File: src/rtl/enc_pkg.sv
// Shared definitions for the quadrature encoder front end.
//   POS_WIDTH_DEF    default position counter width
//   DIR_FWD/DIR_REV  values carried on the dir output
//   gray_t           {A,B} line state; forward order is 00 -> 10 -> 11 -> 01 -> 00
//   gray_next_fwd    the state one forward step after the given one
package enc_pkg;

    localparam int unsigned POS_WIDTH_DEF = 25;

    localparam logic DIR_FWD = 1'b1;
    localparam logic DIR_REV = 1'b0;

    typedef enum logic [1:0] {
        AB_00 = 2'b00,
        AB_10 = 2'b10,
        AB_11 = 2'b11,
        AB_01 = 2'b01
    } gray_t;

    function automatic gray_t gray_next_fwd(input gray_t s);
        case (s)
            AB_00:   return AB_10;
            AB_10:   return AB_11;
            AB_11:   return AB_01;
            default: return AB_00;
        endcase
    endfunction

endpackage

File: src/rtl/enc_quad_decoder_if.sv
// Host/encoder-side signal bundle of one decoder channel.
//   a_in, b_in               raw encoder lines (asynchronous)
//   preload_en, preload_val  load a new position value
//   err_clr                  clear the sticky quad_err flag
//   position, dir            accumulated count and last step direction
//   a_up/a_dn/b_up/b_dn      one-cycle edge strobes of legal steps
//   quad_err                 sticky illegal-transition flag
// master drives the inputs of the decoder, slave is the decoder itself.
interface enc_quad_decoder_if #(
    parameter int unsigned POS_WIDTH = 25
);
    logic                 a_in;
    logic                 b_in;
    logic                 preload_en;
    logic [POS_WIDTH-1:0] preload_val;
    logic                 err_clr;
    logic [POS_WIDTH-1:0] position;
    logic                 dir;
    logic                 a_up;
    logic                 a_dn;
    logic                 b_up;
    logic                 b_dn;
    logic                 quad_err;

    modport master (
        output a_in, b_in, preload_en, preload_val, err_clr,
        input  position, dir, a_up, a_dn, b_up, b_dn, quad_err
    );

    modport slave (
        input  a_in, b_in, preload_en, preload_val, err_clr,
        output position, dir, a_up, a_dn, b_up, b_dn, quad_err
    );
endinterface

File: src/rtl/enc_glitch_filter.sv
// Synchroniser plus persistence filter for one raw encoder line.
//   clk, reset  system clock, synchronous active-high reset
//   raw         asynchronous input line
//   enable      0 holds the filter (counter parked at 0, level frozen)
//   load        copy the synchroniser output straight into the filtered level
//   sync        last synchroniser stage
//   filt        filtered level; changes only after FILT_LEN consecutive
//               samples that disagree with it
module enc_glitch_filter #(
    parameter int unsigned SYNC_STAGES = 2,
    parameter int unsigned FILT_LEN    = 4
) (
    input  logic clk,
    input  logic reset,
    input  logic raw,
    input  logic enable,
    input  logic load,
    output logic sync,
    output logic filt
);
    localparam int unsigned CW = (FILT_LEN > 1) ? $clog2(FILT_LEN) : 1;

    logic [SYNC_STAGES-1:0] sync_q;
    logic [CW-1:0]          cnt_q;
    logic                   filt_q;

    assign sync = sync_q[SYNC_STAGES-1];
    assign filt = filt_q;

    always_ff @(posedge clk) begin
        if (reset) begin
            sync_q <= '0;
            cnt_q  <= '0;
            filt_q <= 1'b0;
        end else begin
            sync_q <= {sync_q[SYNC_STAGES-2:0], raw};
            if (load) begin
                filt_q <= sync;
                cnt_q  <= '0;
            end else if (!enable || (sync == filt_q)) begin
                cnt_q <= '0;
            end else if (cnt_q == CW'(FILT_LEN - 1)) begin
                // this sample is the FILT_LEN-th mismatch in a row
                filt_q <= ~filt_q;
                cnt_q  <= '0;
            end else begin
                cnt_q <= cnt_q + CW'(1);
            end
        end
    end
endmodule

File: src/rtl/enc_quad_decoder.sv
// Quadrature decoder for one encoder channel: synchronises and filters A/B,
// decodes legal Gray-code steps into a wrapping signed position and a
// direction bit, emits one-cycle edge strobes and a sticky error on
// transitions where both filtered lines moved at once.
//   clk, reset  system clock, synchronous active-high reset
//   bus         enc_quad_decoder_if slave (raw lines, preload, err_clr,
//               position/dir/strobes/quad_err)
module enc_quad_decoder
    import enc_pkg::*;
#(
    parameter int unsigned SYNC_STAGES = 2,
    parameter int unsigned FILT_LEN    = 4,
    parameter int unsigned POS_WIDTH   = POS_WIDTH_DEF
) (
    input  logic                clk,
    input  logic                reset,
    enc_quad_decoder_if.slave   bus
);
    localparam int unsigned FW = $clog2(SYNC_STAGES + 1);

    logic                 init_q;
    logic [FW-1:0]        fill_q;
    logic                 init_load;
    logic                 sync_a, sync_b;
    logic                 filt_a, filt_b;
    gray_t                prev_q;
    gray_t                cur;
    logic                 step_fwd, step_rev, illegal;
    logic                 a_changed;
    logic [POS_WIDTH-1:0] pos_q;
    logic                 dir_q, err_q;
    logic                 a_up_q, a_dn_q, b_up_q, b_dn_q;

    // After reset the filters stay frozen until the sync chain holds real
    // samples, then both filtered levels and the decoder history are loaded
    // from it in one edge so start-up never looks like a step.
    assign init_load = init_q && (fill_q == FW'(SYNC_STAGES));

    enc_glitch_filter #(.SYNC_STAGES(SYNC_STAGES), .FILT_LEN(FILT_LEN)) u_filt_a (
        .clk    (clk),
        .reset  (reset),
        .raw    (bus.a_in),
        .enable (!init_q),
        .load   (init_load),
        .sync   (sync_a),
        .filt   (filt_a)
    );

    enc_glitch_filter #(.SYNC_STAGES(SYNC_STAGES), .FILT_LEN(FILT_LEN)) u_filt_b (
        .clk    (clk),
        .reset  (reset),
        .raw    (bus.b_in),
        .enable (!init_q),
        .load   (init_load),
        .sync   (sync_b),
        .filt   (filt_b)
    );

    assign cur       = gray_t'({filt_a, filt_b});
    assign a_changed = filt_a ^ prev_q[1];

    always_comb begin
        step_fwd = 1'b0;
        step_rev = 1'b0;
        illegal  = 1'b0;
        if (!init_q && (cur != prev_q)) begin
            if (cur == gray_next_fwd(prev_q)) begin
                step_fwd = 1'b1;
            end else if (prev_q == gray_next_fwd(cur)) begin
                step_rev = 1'b1;
            end else begin
                illegal = 1'b1;
            end
        end
    end

    always_ff @(posedge clk) begin
        if (reset) begin
            init_q <= 1'b1;
            fill_q <= '0;
            prev_q <= AB_00;
            pos_q  <= '0;
            dir_q  <= DIR_REV;
            err_q  <= 1'b0;
            a_up_q <= 1'b0;
            a_dn_q <= 1'b0;
            b_up_q <= 1'b0;
            b_dn_q <= 1'b0;
        end else begin
            a_up_q <= 1'b0;
            a_dn_q <= 1'b0;
            b_up_q <= 1'b0;
            b_dn_q <= 1'b0;

            if (init_q) begin
                if (init_load) begin
                    init_q <= 1'b0;
                    prev_q <= gray_t'({sync_a, sync_b});
                end else begin
                    fill_q <= fill_q + FW'(1);
                end
            end else begin
                prev_q <= cur;
            end

            if (step_fwd || step_rev) begin
                dir_q <= step_fwd ? DIR_FWD : DIR_REV;
                pos_q <= step_fwd ? pos_q + POS_WIDTH'(1) : pos_q - POS_WIDTH'(1);
                if (a_changed) begin
                    a_up_q <= filt_a;
                    a_dn_q <= ~filt_a;
                end else begin
                    b_up_q <= filt_b;
                    b_dn_q <= ~filt_b;
                end
            end

            // preload replaces only the count; dir/strobes of a coincident step stand
            if (bus.preload_en) begin
                pos_q <= bus.preload_val;
            end

            if (illegal) begin
                err_q <= 1'b1;
            end else if (bus.err_clr) begin
                err_q <= 1'b0;
            end
        end
    end

    assign bus.position = pos_q;
    assign bus.dir      = dir_q;
    assign bus.quad_err = err_q;
    assign bus.a_up     = a_up_q;
    assign bus.a_dn     = a_dn_q;
    assign bus.b_up     = b_up_q;
    assign bus.b_dn     = b_dn_q;
endmodule
File: src/flat_wrapper.sv
// flat-port wrapper written by rule: the top's interface ports become plain ports
module enc_quad_decoder_flat import enc_pkg::*;
#(
    parameter int unsigned SYNC_STAGES = 2,
    parameter int unsigned FILT_LEN    = 4,
    parameter int unsigned POS_WIDTH   = POS_WIDTH_DEF
)
  (clk, reset, bus_a_in, bus_b_in, bus_preload_en, bus_preload_val, bus_err_clr, bus_position, bus_dir, bus_a_up, bus_a_dn, bus_b_up, bus_b_dn, bus_quad_err);
  enc_quad_decoder_if #(.POS_WIDTH(POS_WIDTH)) bus_i ();
  input  logic clk;
  input  logic reset;
  input wire logic [$bits(bus_i.a_in)-1:0] bus_a_in;
  input wire logic [$bits(bus_i.b_in)-1:0] bus_b_in;
  input wire logic [$bits(bus_i.preload_en)-1:0] bus_preload_en;
  input wire logic [$bits(bus_i.preload_val)-1:0] bus_preload_val;
  input wire logic [$bits(bus_i.err_clr)-1:0] bus_err_clr;
  output wire logic [$bits(bus_i.position)-1:0] bus_position;
  output wire logic [$bits(bus_i.dir)-1:0] bus_dir;
  output wire logic [$bits(bus_i.a_up)-1:0] bus_a_up;
  output wire logic [$bits(bus_i.a_dn)-1:0] bus_a_dn;
  output wire logic [$bits(bus_i.b_up)-1:0] bus_b_up;
  output wire logic [$bits(bus_i.b_dn)-1:0] bus_b_dn;
  output wire logic [$bits(bus_i.quad_err)-1:0] bus_quad_err;
  assign bus_i.a_in = bus_a_in;
  assign bus_i.b_in = bus_b_in;
  assign bus_i.preload_en = bus_preload_en;
  assign bus_i.preload_val = bus_preload_val;
  assign bus_i.err_clr = bus_err_clr;
  assign bus_position = bus_i.position;
  assign bus_dir = bus_i.dir;
  assign bus_a_up = bus_i.a_up;
  assign bus_a_dn = bus_i.a_dn;
  assign bus_b_up = bus_i.b_up;
  assign bus_b_dn = bus_i.b_dn;
  assign bus_quad_err = bus_i.quad_err;
  enc_quad_decoder #(.SYNC_STAGES(SYNC_STAGES), .FILT_LEN(FILT_LEN), .POS_WIDTH(POS_WIDTH)) u_core (.clk(clk), .reset(reset), .bus(bus_i));
endmodule
File: config.mk
export PLATFORM = sky130hd
export DESIGN_NAME = enc_quad_decoder_flat
export DESIGN_NICKNAME = d
export VERILOG_FILES = /design/src/rtl/enc_pkg.sv /design/src/rtl/enc_quad_decoder_if.sv /design/src/rtl/enc_glitch_filter.sv /design/src/rtl/enc_quad_decoder.sv /design/src/flat_wrapper.sv
export SDC_FILE = /design/constraint.sdc
export NUM_CORES = 1
export LEC_CHECK = 0
export ABC_AREA = 1
export CAP_MARGIN = 0
export CORE_ASPECT_RATIO = 0.7
export CORE_MARGIN = 5
export CORE_UTILIZATION = 45
export CTS_BUF_LIST = sky130_fd_sc_hd__clkbuf_4 sky130_fd_sc_hd__clkbuf_8 sky130_fd_sc_hd__clkbuf_16
export CTS_CLUSTER_DIAMETER = 100
export DETAILED_ROUTE_END_ITERATION = 6
export DONT_BUFFER_PORTS = 1
export HOLD_SLACK_MARGIN = 0.1
export SLEW_MARGIN = 10
export SYNTH_ARGS = -nofsm -noshare
export SYNTH_HDL_FRONTEND = slang
export SYNTH_SLANG_ARGS = --single-unit
export TNS_END_PERCENT = 1
File: constraint.sdc
create_clock -name clk -period 2.9 [get_ports clk]
set_clock_uncertainty 0.15 [all_clocks]
set_input_delay 0.29 -clock clk [delete_from_list [all_inputs] [get_ports clk]]
set_output_delay 0.29 -clock clk [all_outputs]
set_load 0.01 [all_outputs]
=== Word level (Yosys, flattened, before mapping) ===
Cells that the tools add are included.

* Flip-flop bits (word level): 46
* Latch bits: 0
* Bits in writable memories: 0
* Memory bits (read-only): 0
* Bits of input ports: 31
* Output and inout bits: 31
* Logic and storage cells: 90
* Memories: 0

* Add/sub/neg operators: 5
* Multipliers: 0
* Divide/modulo/power cells: 0
* Magnitude comparators: 0
* Eq/ne operators: 15
* Shift operators: 0
* Mux-type cells: 29
* Bitwise gates (word level): 6
* Reductions and logical operators: 19

{| class="wikitable"
|+ Operators by type and width
! kind !! count
|-
| 2-to-1 mux 25 bit || 3
|-
| adder 25 x 1 -> 25 bit, second input constant || 1
|-
| subtractor 25 x 1 -> 25 bit, second input constant || 1
|-
| 2-to-1 mux 1 bit || 19
|-
| equality test 2 bit, second input constant || 7
|-
| case mux 2 bit (3 select lines) || 2
|-
| 2-to-1 mux 2 bit || 5
|-
| nonzero test 2 bit || 4
|-
| OR reduction 4 bit || 2
|-
| adder 2 x 1 -> 2 bit, second input constant || 3
|-
| AND reduction 2 bit || 3
|-
| OR reduction 3 bit || 2
|-
| NOT 1 bit || 5
|-
| equality test 2 bit || 2
|-
| logical NOT 2 bit || 2
|-
| inequality test 2 x 1 -> 1 bit, second input constant || 2
|-
| logical OR 1 bit || 3
|-
| equality test 1 bit || 2
|-
| logical AND 1 bit || 2
|-
| inequality test 2 bit || 1
|-
| inequality test 2 bit, second input constant || 1
|-
| logical NOT 1 bit || 1
|-
| XOR 1 bit || 1
|}

=== Logic depth before layout (Yosys ltp) ===
Gate-level depths: netlist of run 1.

* Depth in word-level cells: 13
* Gate-level depth with buffers: 18
* Depth with buffers taken out: 18

=== By module ===
From an unflattened synthesis of run 1, not the netlist that was laid out.

* Cells, all modules: 587
* Area total of the unflattened synthesis: 3634.7 um2

{| class="wikitable"
|+ Modules (own cells, without submodules)
! module !! instances !! cells an instance !! area each (um2) !! seq. area each (um2)
|-
| enc_quad_decoder || 1 || 539 || 3246.9 || 720.7
|-
| enc_glitch_filter || 2 || 24 || 193.9 || 100.1
|}

=== Worst setup path after synthesis of run 1 ===
No wires, ideal clock.

* Path type: register -> register
* Start point: register u_core.u_filt_a.filt_q, in the netlist u_core.u_filt_a.filt
* End point: register u_core.pos_q[12], in the netlist u_core.bus.position[12]
* Setup time: 0.114 ns
* Data arrival time: 2.857 ns
* Required time: 2.636 ns
* Slack: -0.221 ns
* Cell stages (with the launch flop): 16
* Path buffers: 0
* Period minus slack after synthesis: 3.121 ns
* Cells stage by stage: dfxtp_1 > inv_2 > nand2_1 > nand2_1 > nor2_1 > nand3_1 > ha_1 > or2_2 > nand3_1 > nand2_1 > nand2_1 > nand2_1 > nor2_1 > nor2_1 > a21oi_1 > nor2_1

* Word-level cells in the longest chain between the ends: 10

{| class="wikitable"
|+ Ends and longest elaborated chain
! item !! RTL line !! RTL
|-
| from (decl) || enc_glitch_filter.sv:25 || <nowiki>logic filt_q;</nowiki>
|-
| from (signal assigned) || enc_glitch_filter.sv:38 || <nowiki>filt_q <= sync;</nowiki>
|-
| from (signal assigned) || enc_glitch_filter.sv:44 || <nowiki>filt_q <= ~filt_q;</nowiki>
|-
| equality test 2 bit or logical NOT 2 bit (tied branches) || enc_pkg.sv:21 || <nowiki>case (s)</nowiki>
|-
| case mux 2 bit (3 select lines) || enc_pkg.sv:21 ||
|-
| 2-to-1 mux 2 bit || enc_quad_decoder.sv:67 || <nowiki>if (cur == gray_next_fwd(prev_q)) begin</nowiki>
|-
| 2-to-1 mux 2 bit || enc_quad_decoder.sv:66 || <nowiki>if (!init_q && (cur != prev_q)) begin</nowiki>
|-
| equality test 2 bit || enc_quad_decoder.sv:69 || <nowiki>end else if (prev_q == gray_next_fwd(cur)) begin</nowiki>
|-
| 2-to-1 mux 1 bit || enc_quad_decoder.sv:69 ||
|-
| 2-to-1 mux 1 bit || enc_quad_decoder.sv:67 ||
|-
| 2-to-1 mux 1 bit || enc_quad_decoder.sv:66 ||
|-
| logical OR 1 bit || enc_quad_decoder.sv:106 || <nowiki>if (step_fwd || step_rev) begin</nowiki>
|-
| nonzero test 2 bit (no line) || n/a ||
|-
| to (signal assigned) || enc_quad_decoder.sv:108 || <nowiki>pos_q <= step_fwd ? pos_q + POS_WIDTH'(1) : pos_q - POS_WIDTH'(1);</nowiki>
|-
| to (signal assigned) || enc_quad_decoder.sv:120 || <nowiki>pos_q <= bus.preload_val;</nowiki>
|-
| to (decl) || enc_quad_decoder.sv:30 || <nowiki>logic [POS_WIDTH-1:0] pos_q;</nowiki>
|}

Several ways; a longest one is shown, not always the timed one. The select of a mux whose other input is x is not followed.
A chain may end at the register's enable or synchronous reset.

=== Final worst setup path of run 1 ===
* Start point: register u_core.u_filt_b.filt_q, in the netlist u_core.u_filt_b.filt
* End point: register u_core.pos_q[16], in the netlist u_core.bus.position[16]

* Word-level cells in the longest chain between the ends: 10

{| class="wikitable"
|+ Ends and longest elaborated chain
! item !! RTL line
|-
| from (decl) || enc_glitch_filter.sv:25
|-
| from (signal assigned) || enc_glitch_filter.sv:38
|-
| from (signal assigned) || enc_glitch_filter.sv:44
|-
| equality test 2 bit or logical NOT 2 bit (tied branches) || enc_pkg.sv:21
|-
| case mux 2 bit (3 select lines) || enc_pkg.sv:21
|-
| 2-to-1 mux 2 bit || enc_quad_decoder.sv:67
|-
| 2-to-1 mux 2 bit || enc_quad_decoder.sv:66
|-
| equality test 2 bit || enc_quad_decoder.sv:69
|-
| 2-to-1 mux 1 bit || enc_quad_decoder.sv:69
|-
| 2-to-1 mux 1 bit || enc_quad_decoder.sv:67
|-
| 2-to-1 mux 1 bit || enc_quad_decoder.sv:66
|-
| logical OR 1 bit || enc_quad_decoder.sv:106
|-
| nonzero test 2 bit (no line) || n/a
|}

Several ways; a longest one is shown, not always the timed one. The select of a mux whose other input is x is not followed.

==> metrics, run 1 <==
status=finished clean; most frequent cells in the layout=nand2_1, inv_1, nor2_1; Syn Area/Cell=5.898 µm²; Slowest cell on crit path=dfxtp_1; Cell Area, Placed=0.003925 mm²; CP bufs+invs=2; HPWL after detailed placement=8453 µm; GPL Wtd Cong=0.9209; final hold vios=0; vias per inst=4.980; CP arrival=2.83 ns; mapped cell area=0.003810 mm²; # DRC=0; #FFs+latches synth=46; P per Cell Area=468.5 mW/mm²; Mapped Nets=705; Slew headroom=47.94%; Logic pwr share=35.7%; worst r2r dst=u_core.bus.position[16]$_SDFFE_PP0P_; worst slack at placement=0.04415 ns; final worst slack=0.1522 ns; cell count after synthesis=646; GRT busiest layer=met2; largest family of logic cells by synthesized area=simple AND/OR/NAND/NOR gates; initial antenna violation count=0; worst reg2reg startpoint=u_core.u_filt_b.filt$_SDFFE_PP0P_; Vias=3944; gr usage total=22.59%; Compound-Gate Fraction of Synth Area=9.425%; root buffer cell=clkbuf_16; HP Class=primary input to flop; cts bufs inserted=5; P_leak=2.377 nW; Reg2Reg Depth=16; Crit path top cell by count=nand2_1; design area=0.004479 mm²; DRT Wirelength=11410 µm; Sw Share=39.33%; antenna-violating nets left=0; Yosys warning count=0; largest net degree at the start of global routing=35; CP Launch Type=flop; WP data required=2.98 ns; hold path start=bus_preload_en; vias in the first global route=3753; H-tree depth=2; Initial Util=45.69%; width of the die=120.0 µm; GR Util met3=4.156%; Synth Area in Simple Gates=40.85%; Clock Tree Buf Depth=2; die area=0.01044 mm²; smallest hold slack=0.09308 ns; crit path capture type=flop; r2r setup slk=0.15 ns; Nets=745; WS Path Type=flop to flop; Clk network pwr share=29.3%; crit-path max FO=28; PortBufs=0; n_diodes=0; Worst-path clk slew=0.07 ns; Net Sw Power=0.8253 mW; # IOs=62; RSZ-0062 raised after global routing=yes; GR Util met2=34.15%; Max Freq=363.9 MHz; Internal Pwr Total=1.273 mW; share of cells above drive strength 1=9.753%; multiplexer area fraction after synthesis=0%; xor/xnor share of the synthesized area=2.069%; CTS tree=built; CP Cell Sequence=inv_2 -> nand2_1 -> nand2_2 -> nor2_2 -> nand3_2 -> buf_12 -> ha_1 -> nand2_1 -> nor2_2 -> nand3_1 -> nand2_2 -> nand2_1 -> nand2_1 -> xor2_1 -> nand2_1 -> a21oi_2; # Max-Cap Violations=0; average wire per standard cell=14.41 µm; Skew-Pair Late Insertion Delay=0.30 ns; Max Slew Vio Count=0; worst vdd ir=0.2477 mV; final-layout fill cell count=856; setup violators final=0; commonest non-fill, non-tap cell in the layout=nand2_1; Tmin final=2.748 ns; clk sinks=46; Layout area overhead=17.57%; site row count=28; Netlist cell types=32; Total Power=2.099 mW; fin crit share=94.75%; hold path depth=3; CP delay by family, top=simple AND/OR/NAND/NOR gates; First-pass DRT Iterations=5; post-synthesis adder-cell area fraction=9.392%; crit-path max cell delay=0.40 ns; GR Overflow Total=0; sequential power share=35.0%; core area=0.008338 mm²; initial DRC count=242; Tightest Pin Transition=0.7783 ns; first-pass GRT wire length=19080 µm; sequential share of the synthesized area=24.17%; Worst Hold Path EP=u_core.bus.position[1]$_SDFFE_PP0P_; die height=86.99 µm; met1 Use GR=33.87%
-- routing by layer --
| metal | part of all wire [%] | wire [µm] | vias to the layer above |
|---|---|---|---|
| li1 | - | - | 2072 |
| met5 | 0 | 0 | - |
| met2 | 40 | 4568 | 133 |
| met4 | 0.79 | 90 | 0 |
| met1 | 52 | 5971 | 1729 |
| met3 | 6.8 | 780 | 10 |
-- metrics by stage --
stage | utilization, % | setup TNS, ns | std cells
floorplan | - | 0 | 646
global placement | 47.07 | 0 | 748
detailed placement | 47.07 | 0 | 748
CTS | 53.18 | 0 | 791
global route | 53.72 | -0.05308 | 792
finish | 53.72 | 0 | 792
-- cells by family after synthesis --
logic type / after synthesis
and+or+nand+nor: 375
buffers and inverters: 128
AOI/OAI and AO/OA: 60
DFF: 46
adders and majority gates: 28
xor gates and xnor gates: 9
-- final cells by class --
class,count,area [µm²],area share (%)
flip-flops and latches,46,923.4,20.61
clock inverters,3,23.77,0.5307
inverters,117,442.9,9.888
repair buffers,44,440.4,9.832
well taps,105,131.4,2.933
clock buffers,5,125.1,2.793
multi-input cells,472,2392,53.41
-- state kept, by name, summed over array words and instances, names as in the netlist --
register / count
u_core.prev_q: 2
u_core.u_filt_b.filt: 1
u_core.bus.quad_err: 1
u_core.bus.dir: 1
u_core.bus.a_up: 1
u_core.u_filt_b.cnt_q: 2
u_core.bus.a_dn: 1
u_core.u_filt_a.filt: 1
u_core.u_filt_a.sync_q: 2
u_core.bus.position: 25
u_core.bus.b_dn: 1
u_core.init_q: 1
u_core.fill_q: 2
u_core.u_filt_a.cnt_q: 2
u_core.bus.b_up: 1
u_core.u_filt_b.sync_q: 2
-- repair_timing --
action                     in CTS  in global routing
hold endpoints to repair       41                  0
setup endpoints to repair       0                 16
resized for setup               0                 15
setup buffers                   0                  1
hold buffers                   35                  0
-- worst min-delay path: cells and delay by family --
| family | cells | cell delay (ns) |
|---|---|---|
| buffers and inverters | 1 | 0.06 |
| AND/OR/NAND/NOR | 1 | 0.06 |
| AO/OA/AOI/OAI | 1 | 0.08 |
-- worst max-delay path by stage --
stage                                      startpoint                                   end  slack, ns  cells after the start
finish              u_core.u_filt_b.filt$_SDFFE_PP0P_  u_core.bus.position[16]$_SDFFE_PP0P_       0.15                     16
global route            u_core.prev_q[0]$_SDFFE_PP0N_  u_core.bus.position[16]$_SDFFE_PP0P_      -0.03                     16
CTS                 u_core.u_filt_a.filt$_SDFFE_PP0P_  u_core.bus.position[16]$_SDFFE_PP0P_       0.02                     16
detailed placement  u_core.u_filt_a.filt$_SDFFE_PP0P_  u_core.bus.position[16]$_SDFFE_PP0P_       0.04                     16
global placement    u_core.u_filt_a.filt$_SDFFE_PP0P_  u_core.bus.position[16]$_SDFFE_PP0P_       0.09                     16
floorplan           u_core.u_filt_a.filt$_SDFFE_PP0P_  u_core.bus.position[12]$_SDFFE_PP0P_       0.09                     15
-- cells in the mapped netlist --
master | n | area, µm²
buf_6 | 3 | 33.78
inv_4 | 1 | 6.260
clkinv_2 | 1 | 5.000
nand2_1 | 240 | 900.9
a21oi_1 | 22 | 110.1
a21o_1 | 1 | 7.510
nand3b_1 | 2 | 15.01
inv_1 | 113 | 424.2
buf_2 | 2 | 10.01
buf_4 | 3 | 22.52
nor2_4 | 1 | 11.26
o21ai_0 | 13 | 65.06
a21oi_2 | 10 | 87.58
nand4_1 | 9 | 56.30
xnor2_1 | 2 | 17.52
o22ai_1 | 2 | 12.51
buf_12 | 1 | 20.02
inv_2 | 2 | 7.510
and2_1 | 2 | 12.51
nor2_1 | 62 | 232.7
ha_1 | 27 | 337.8
nand2_2 | 14 | 87.58
fa_1 | 1 | 20.02
nor3_1 | 6 | 30.03
nand2_4 | 2 | 22.52
a211oi_1 | 1 | 7.510
or2_2 | 2 | 12.51
a31oi_1 | 11 | 68.82
xor2_1 | 7 | 61.31
dfxtp_1 | 46 | 920.9
nand3_1 | 35 | 175.2
clkbuf_1 | 2 | 7.510
-- power groups by stage --
stage | Clock [mW] | Sequential (mW) | Combinational (mW)
final | 0.614 | 0.734 | 0.750
after global placement | 0 | 0.747 | 0.658
after detailed placement | 0 | 0.750 | 0.662
after floorplan | 0 | 0.736 | 0.523
after global routing | 0.642 | 0.741 | 0.855
after CTS | 0.622 | 0.735 | 0.720
Power figures use the tool's default switching activity.
==> inputs of run 2 (changes only) <==
- ABC_AREA: 1 -> default
- MAX_ROUTING_LAYER: default -> met4
==> run 2 against run 1 <==
Critical path type unchanged; the run now ends with setup timing left; sequential power up 6.3%; first-iteration DRC count up 20%; critical endpoint is now u_core.bus.position[18]$_SDFFE_PP0P_; die area down 13%; worst hold slack better by 0.032 ns.
==> metrics, run 2 <==
status=complete, but fails checks; failing checks=setup timing; Yosys warning count=0; largest net degree at the start of global routing=39; PortBufs=0; most frequent cells in the layout=buf_4, dfxtp_1, a21oi_1; # IOs=62; Worst-path clk slew=0.10 ns; CTS tree=built; Max Slew Vio Count=0; width of the die=111.7 µm; Skew-Pair Late Insertion Delay=0.31 ns; initial antenna violation count=0; ys async rst share=0%; n_diodes=0; final hold vios=0; Yosys top cell area share=28.25%; final worst slack=-0.1225 ns; Initial Util=45.34%; WS Path Type=flop to flop; mapped cell area=0.003259 mm²; Nets=555; HP Class=primary input to flop; storage element area=928.4 µm²; Largest register FFs=25; die height=81.21 µm; Total Power=2.739 mW; most used flip-flop cell after synthesis=dfxtp_1; first-pass GRT wire length=16820 µm; crit-path max FO=6; Slowest cell on crit path=or3_4; fin crit share=104.2%; core area=0.007189 mm²; RSZ-0062 raised after global routing=yes; GPL Wtd Cong=0.9325; P_leak=1.884 nW; initial DRC count=291; Netlist cell types=62; sequential share of the synthesized area=28.25%; cell count after synthesis=400; root buffer cell=clkbuf_8; HPWL after detailed placement=6931 µm; Mapped Nets=459; top cells by instance count after synthesis=a21oi_1, dfxtp_1, nand2_1; setup violators final=12; Layout area overhead=42.69%; # DRC=0; clk sinks=46; P per Cell Area=589.0 mW/mm²; Cell Area, Placed=0.003762 mm²; final-layout fill cell count=610; crit path capture type=flop; design area=0.004651 mm²; Syn Area/Cell=8.148 µm²; CP Cell Sequence=xnor2_4 -> or3_4 -> buf_6 -> ha_4 -> and3_4 -> and3_4 -> o211ai_1 -> buf_4 -> a21oi_4 -> a21bo_2 -> xnor2_1 -> o22ai_1; Vias=3383; WP data required=2.94 ns; H-tree depth=2; synth top area cells=dfxtp_1, ha_1, a21oi_1, nand2_1, nor2_1; crit-path max cell delay=0.46 ns; Post-synth EDFFs=0; commonest non-fill, non-tap cell in the layout=buf_4; CP Launch Type=flop; Crit path top cell by count=and3_4; Max Freq=330.9 MHz; share of cells above drive strength 1=28.17%; worst vdd ir=0.2679 mV; vias in the first global route=3162; GR Overflow Total=0; # Max-Cap Violations=0; Slew headroom=74.47%; site row count=26; die area=0.009072 mm²; CP arrival=3.07 ns; cts bufs inserted=5; Tightest Pin Transition=0.3797 ns; cell taking the most area after synthesis=dfxtp_1; DRT Wirelength=10580 µm; most common cell in the synthesized netlist=a21oi_1; area of the multi-input gates=0.002530 mm²; vias per inst=5.686; First-pass DRT Iterations=4; antenna-violating nets left=0; Tmin final=3.023 ns; gr usage total=23.72%; final setup TNS=-0.7528 ns; average wire per standard cell=17.79 µm; Clock Tree Buf Depth=2; #FFs+latches synth=46
run 2: worst max-delay path, delay by kind of cell, from the launching register on:
| kind | cells | cell delay, ns |
|---|---|---|
| and+or+nand+nor | 3 | 0.85 |
| DFF | 1 | 0.37 |
| AOI/OAI and AO/OA | 4 | 0.61 |
| adders and majority gates | 1 | 0.29 |
| buffers and inverters | 2 | 0.35 |
| xor gates and xnor gates | 2 | 0.28 |
run 2: layout make-up:
type                    instances  share of cell area, %
clock inverters                 3                 0.5112
multi-input cells             324                  54.40
well taps                      98                  2.637
flip-flops and latches         46                  19.96
repair buffers                108                  20.12
clock buffers                   5                  1.480
inverters                      11                 0.8878
run 2: metal layers:
metal	up-vias	routed length (µm)	global-route usage [%]
met4	0	82	3.524
met1	1581	5125	33.90
met2	125	4403	34.87
met3	10	972	5.287
met5	-	0	-
li1	1667	-	-
run 2: cells by family (layout without fill, tap and decap cells):
family / count (synthesis) / in the layout / share of synthesized area [%]
adders and majority gates: 28 / 28 / 10.98
buffers and inverters: 33 / 127 / 4.721
and+or+nand+nor: 138 / 141 / 21.23
DFF: 46 / 46 / 28.25
muxes: 8 / 8 / 2.457
AOI/OAI and AO/OA: 118 / 118 / 24.11
xor gates and xnor gates: 29 / 29 / 8.253
run 2: repair_timing:
| action | 4_1_cts | 5_1_grt |
|---|---|---|
| endpoints found under the hold margin | 46 | 1 |
| pin swaps | 16 | 17 |
| endpoints found under the setup margin | 13 | 18 |
| hold buffers | 38 | 1 |
| buffers inserted | 3 | 1 |
| gates cloned | 3 | 0 |
| gates resized for setup | 43 | 23 |
run 2: path summary, 6_finish.rpt:
| check | slack [ns] | end | from | cells past startpoint |
|---|---|---|---|---|
| setup reg to reg | -0.12 | u_core.bus.position[18]$_SDFFE_PP0P_ | u_core.u_filt_a.filt$_SDFFE_PP0P_ | 12 |
| hold / removal | 0.13 | u_core.bus.position[23]$_SDFFE_PP0P_ | bus_preload_en | 3 |
| setup / recovery | -0.12 | u_core.bus.position[18]$_SDFFE_PP0P_ | u_core.u_filt_a.filt$_SDFFE_PP0P_ | 12 |
| hold reg to reg | 0.30 | u_core.u_filt_b.cnt_q[0]$_SDFF_PP0_ | u_core.u_filt_b.cnt_q[0]$_SDFF_PP0_ | 1 |
run 2: per-stage QoR:
step / setup WS [ns] / cells / util [%] / hold slack [ns]
floorplan: 0.006882 / 400 / - / 0.2550
detailed placement: -0.1863 / 541 / 52.33 / 0.2168
global placement: -0.1270 / 541 / 52.33 / 0.2182
global route: -0.2135 / 595 / 64.69 / 0.1260
CTS: -0.05572 / 593 / 62.88 / 0.1002
finish: -0.1225 / 595 / 64.69 / 0.1253
run 2: power by group:
group / internal, mW / switching (mW)
Clock: 0.173 / 0.256
Combinational: 0.754 / 0.777
Sequential: 0.694 / 0.0862
Total: 1.62 / 1.12
==> inputs of run 3 (changes only) <==
- clock period: 2.9 -> 2.7 ns (I/O delays scaled with it)
==> run 3 against run 2 <==
Sequential share of layout area shrank 0.21 points; fmax hardly changed; design area grew 0.38%; the flow still finishes with violations (setup timing); worst hold slack got worse by 0.028 ns; sequential power up 5.8%; power increased by 8.2%; non-clock buffer count up 5; largest power group unchanged; largest cell class unchanged.
==> metrics, run 3 (synthesis gave the netlist of run 2 again) <==
storage element area=922.1 µm²; P_leak=1.902 nW; WP data required=2.75 ns; RSZ-0062 raised after global routing=yes; worst setup path endpoint=u_core.bus.position[24]$_SDFFE_PP0P_; Slew headroom=74.08%; n_diodes=0; GRT busiest layer=met2; PortBufs=0; # Max-Cap Violations=0; post-placement cell count=558; fin crit share=112.0%; vias in the first global route=3209; failing checks=setup timing; r2r setup slk=-0.32 ns; GR Overflow Total=0; CTS tree=built; Worst-path clk slew=0.10 ns; Layout area overhead=43.22%; final setup TNS=-3.309 ns; vias per inst=5.633; worst reg2reg startpoint=u_core.prev_q[0]$_SDFFE_PP0N_; core area=0.007189 mm²; final-layout fill cell count=607; # DRC=0; site row count=26; final core occ=64.93%; die area=0.009072 mm²; Vias=3374; average wire per standard cell=17.40 µm; HPWL after detailed placement=7135 µm; CP Launch Type=flop; first-pass GRT wire length=16420 µm; crit-path max FO=5; antenna-violating nets left=0; Crit path top cell by count=buf_4; CP delay by family, top=simple AND/OR/NAND/NOR gates; GR Util met3=6.106%; Reg2Reg Depth=12; hold path depth=3; Slowest cell on crit path=or3_4; worst vdd ir=0.3583 mV; root buffer cell=clkbuf_8; cts bufs inserted=5; gr usage total=23.09%; CP Cell Sequence=xnor2_2 -> or3_4 -> buf_4 -> ha_1 -> nand4_1 -> o22ai_2 -> nor2_1 -> nand2_1 -> a221oi_2 -> buf_4 -> xnor2_1 -> o22ai_1; Critical Path Stages=12; Clock Tree Buf Depth=2; GPL Wtd Cong=0.9483; width of the die=111.7 µm; worst slack at placement=-0.4586 ns; share of cells above drive strength 1=31.34%; First-pass DRT Iterations=5; HP Class=primary input to flop; GR Util met2=34.09%; Max Freq=330.7 MHz; commonest non-fill, non-tap cell in the layout=buf_4; largest net degree at the start of global routing=47; status=complete, but fails checks; final std cells w/o fill=599; Skew-Pair Late Insertion Delay=0.31 ns; crit path capture type=flop; initial antenna violation count=0; most frequent cells in the layout=buf_4, dfxtp_1, nand2_1, a21oi_1, nor2_1; clk sinks=46; initial DRC count=263; DRT Wirelength=10420 µm; P per Cell Area=635.0 mW/mm²; Initial Util=45.34%; final hold vios=0; area of the multi-input gates=0.002549 mm²; WS Path Type=flop to flop; CP Launch Point=u_core.prev_q[0]$_SDFFE_PP0N_; # IOs=62; setup violators final=15; Nets=559; Tmin final=3.024 ns; CP arrival=3.07 ns; H-tree depth=2; die height=81.21 µm; crit-path max cell delay=0.47 ns; worst r2r dst=u_core.bus.position[24]$_SDFFE_PP0P_; met1 Use GR=31.83%; CP bufs+invs=2; Max Slew Vio Count=0; final worst slack=-0.3236 ns; Largest register FFs=25; Tightest Pin Transition=0.3871 ns
run 3: tightest hold or removal path: stages:
cell	delay [ns]
nor2_1	0.03
a21oi_1	0.13
o22ai_1	0.09
run 3: power by group:
| part | leakage, nW | switching, mW | internal, mW |
|---|---|---|---|
| Clock | 0.0408 | 0.277 | 0.186 |
| Combinational | 1.48 | 0.849 | 0.827 |
| Sequential | 0.378 | 0.0811 | 0.743 |
| Total | 1.90 | 1.21 | 1.76 |
run 3: cell type report:
type	count	share of cell area [%]
Clock buffer	5	1.474
Inverter	11	0.8845
Timing Repair Buffer	113	20.16
Multi-Input combinational cell	323	54.60
Sequential cell	46	19.75
Tap cell	98	2.627
Clock inverter	3	0.5092
run 3: layer usage:
metal | share of wire [%] | vias up
li1 | - | 1669
met1 | 49 | 1549
met2 | 41 | 145
met3 | 8.7 | 11
met4 | 0.86 | 0
met5 | 0 | -
run 3: worst min path at each step:
stage                              start                                   end  slack (ns)
final                     bus_preload_en  u_core.bus.position[23]$_SDFFE_PP0P_         0.1
after global routing               reset   u_core.bus.position[1]$_SDFFE_PP0P_        0.12
after CTS                          reset  u_core.bus.position[15]$_SDFFE_PP0P_        0.11
after detailed placement           reset           u_core.bus.dir$_SDFFE_PP0N_        0.20
after global placement             reset           u_core.bus.dir$_SDFFE_PP0N_        0.20
after floorplan                 bus_a_in  u_core.u_filt_a.sync_q[0]$_SDFF_PP0_        0.25
run 3: metrics by stage:
stage                     area [µm²]  total power [mW]  hold slack (ns)
after detailed placement        3890             2.182           0.1975
after CTS                       4518             2.859           0.1076
after floorplan                 3264             1.685           0.2482
after global placement          3890             2.167           0.1957
final                           4668             2.964          0.09753
after global routing            4668             3.147           0.1196
run 3: timing repair:
item / in CTS / in global routing
setup endpoints to repair: 19 / 20
hold endpoints to repair: 46 / 0
gates cloned: 2 / 0
pin swaps: 11 / 14
gates resized for setup: 44 / 24
hold buffers: 29 / 0
buffers inserted: 1 / 1
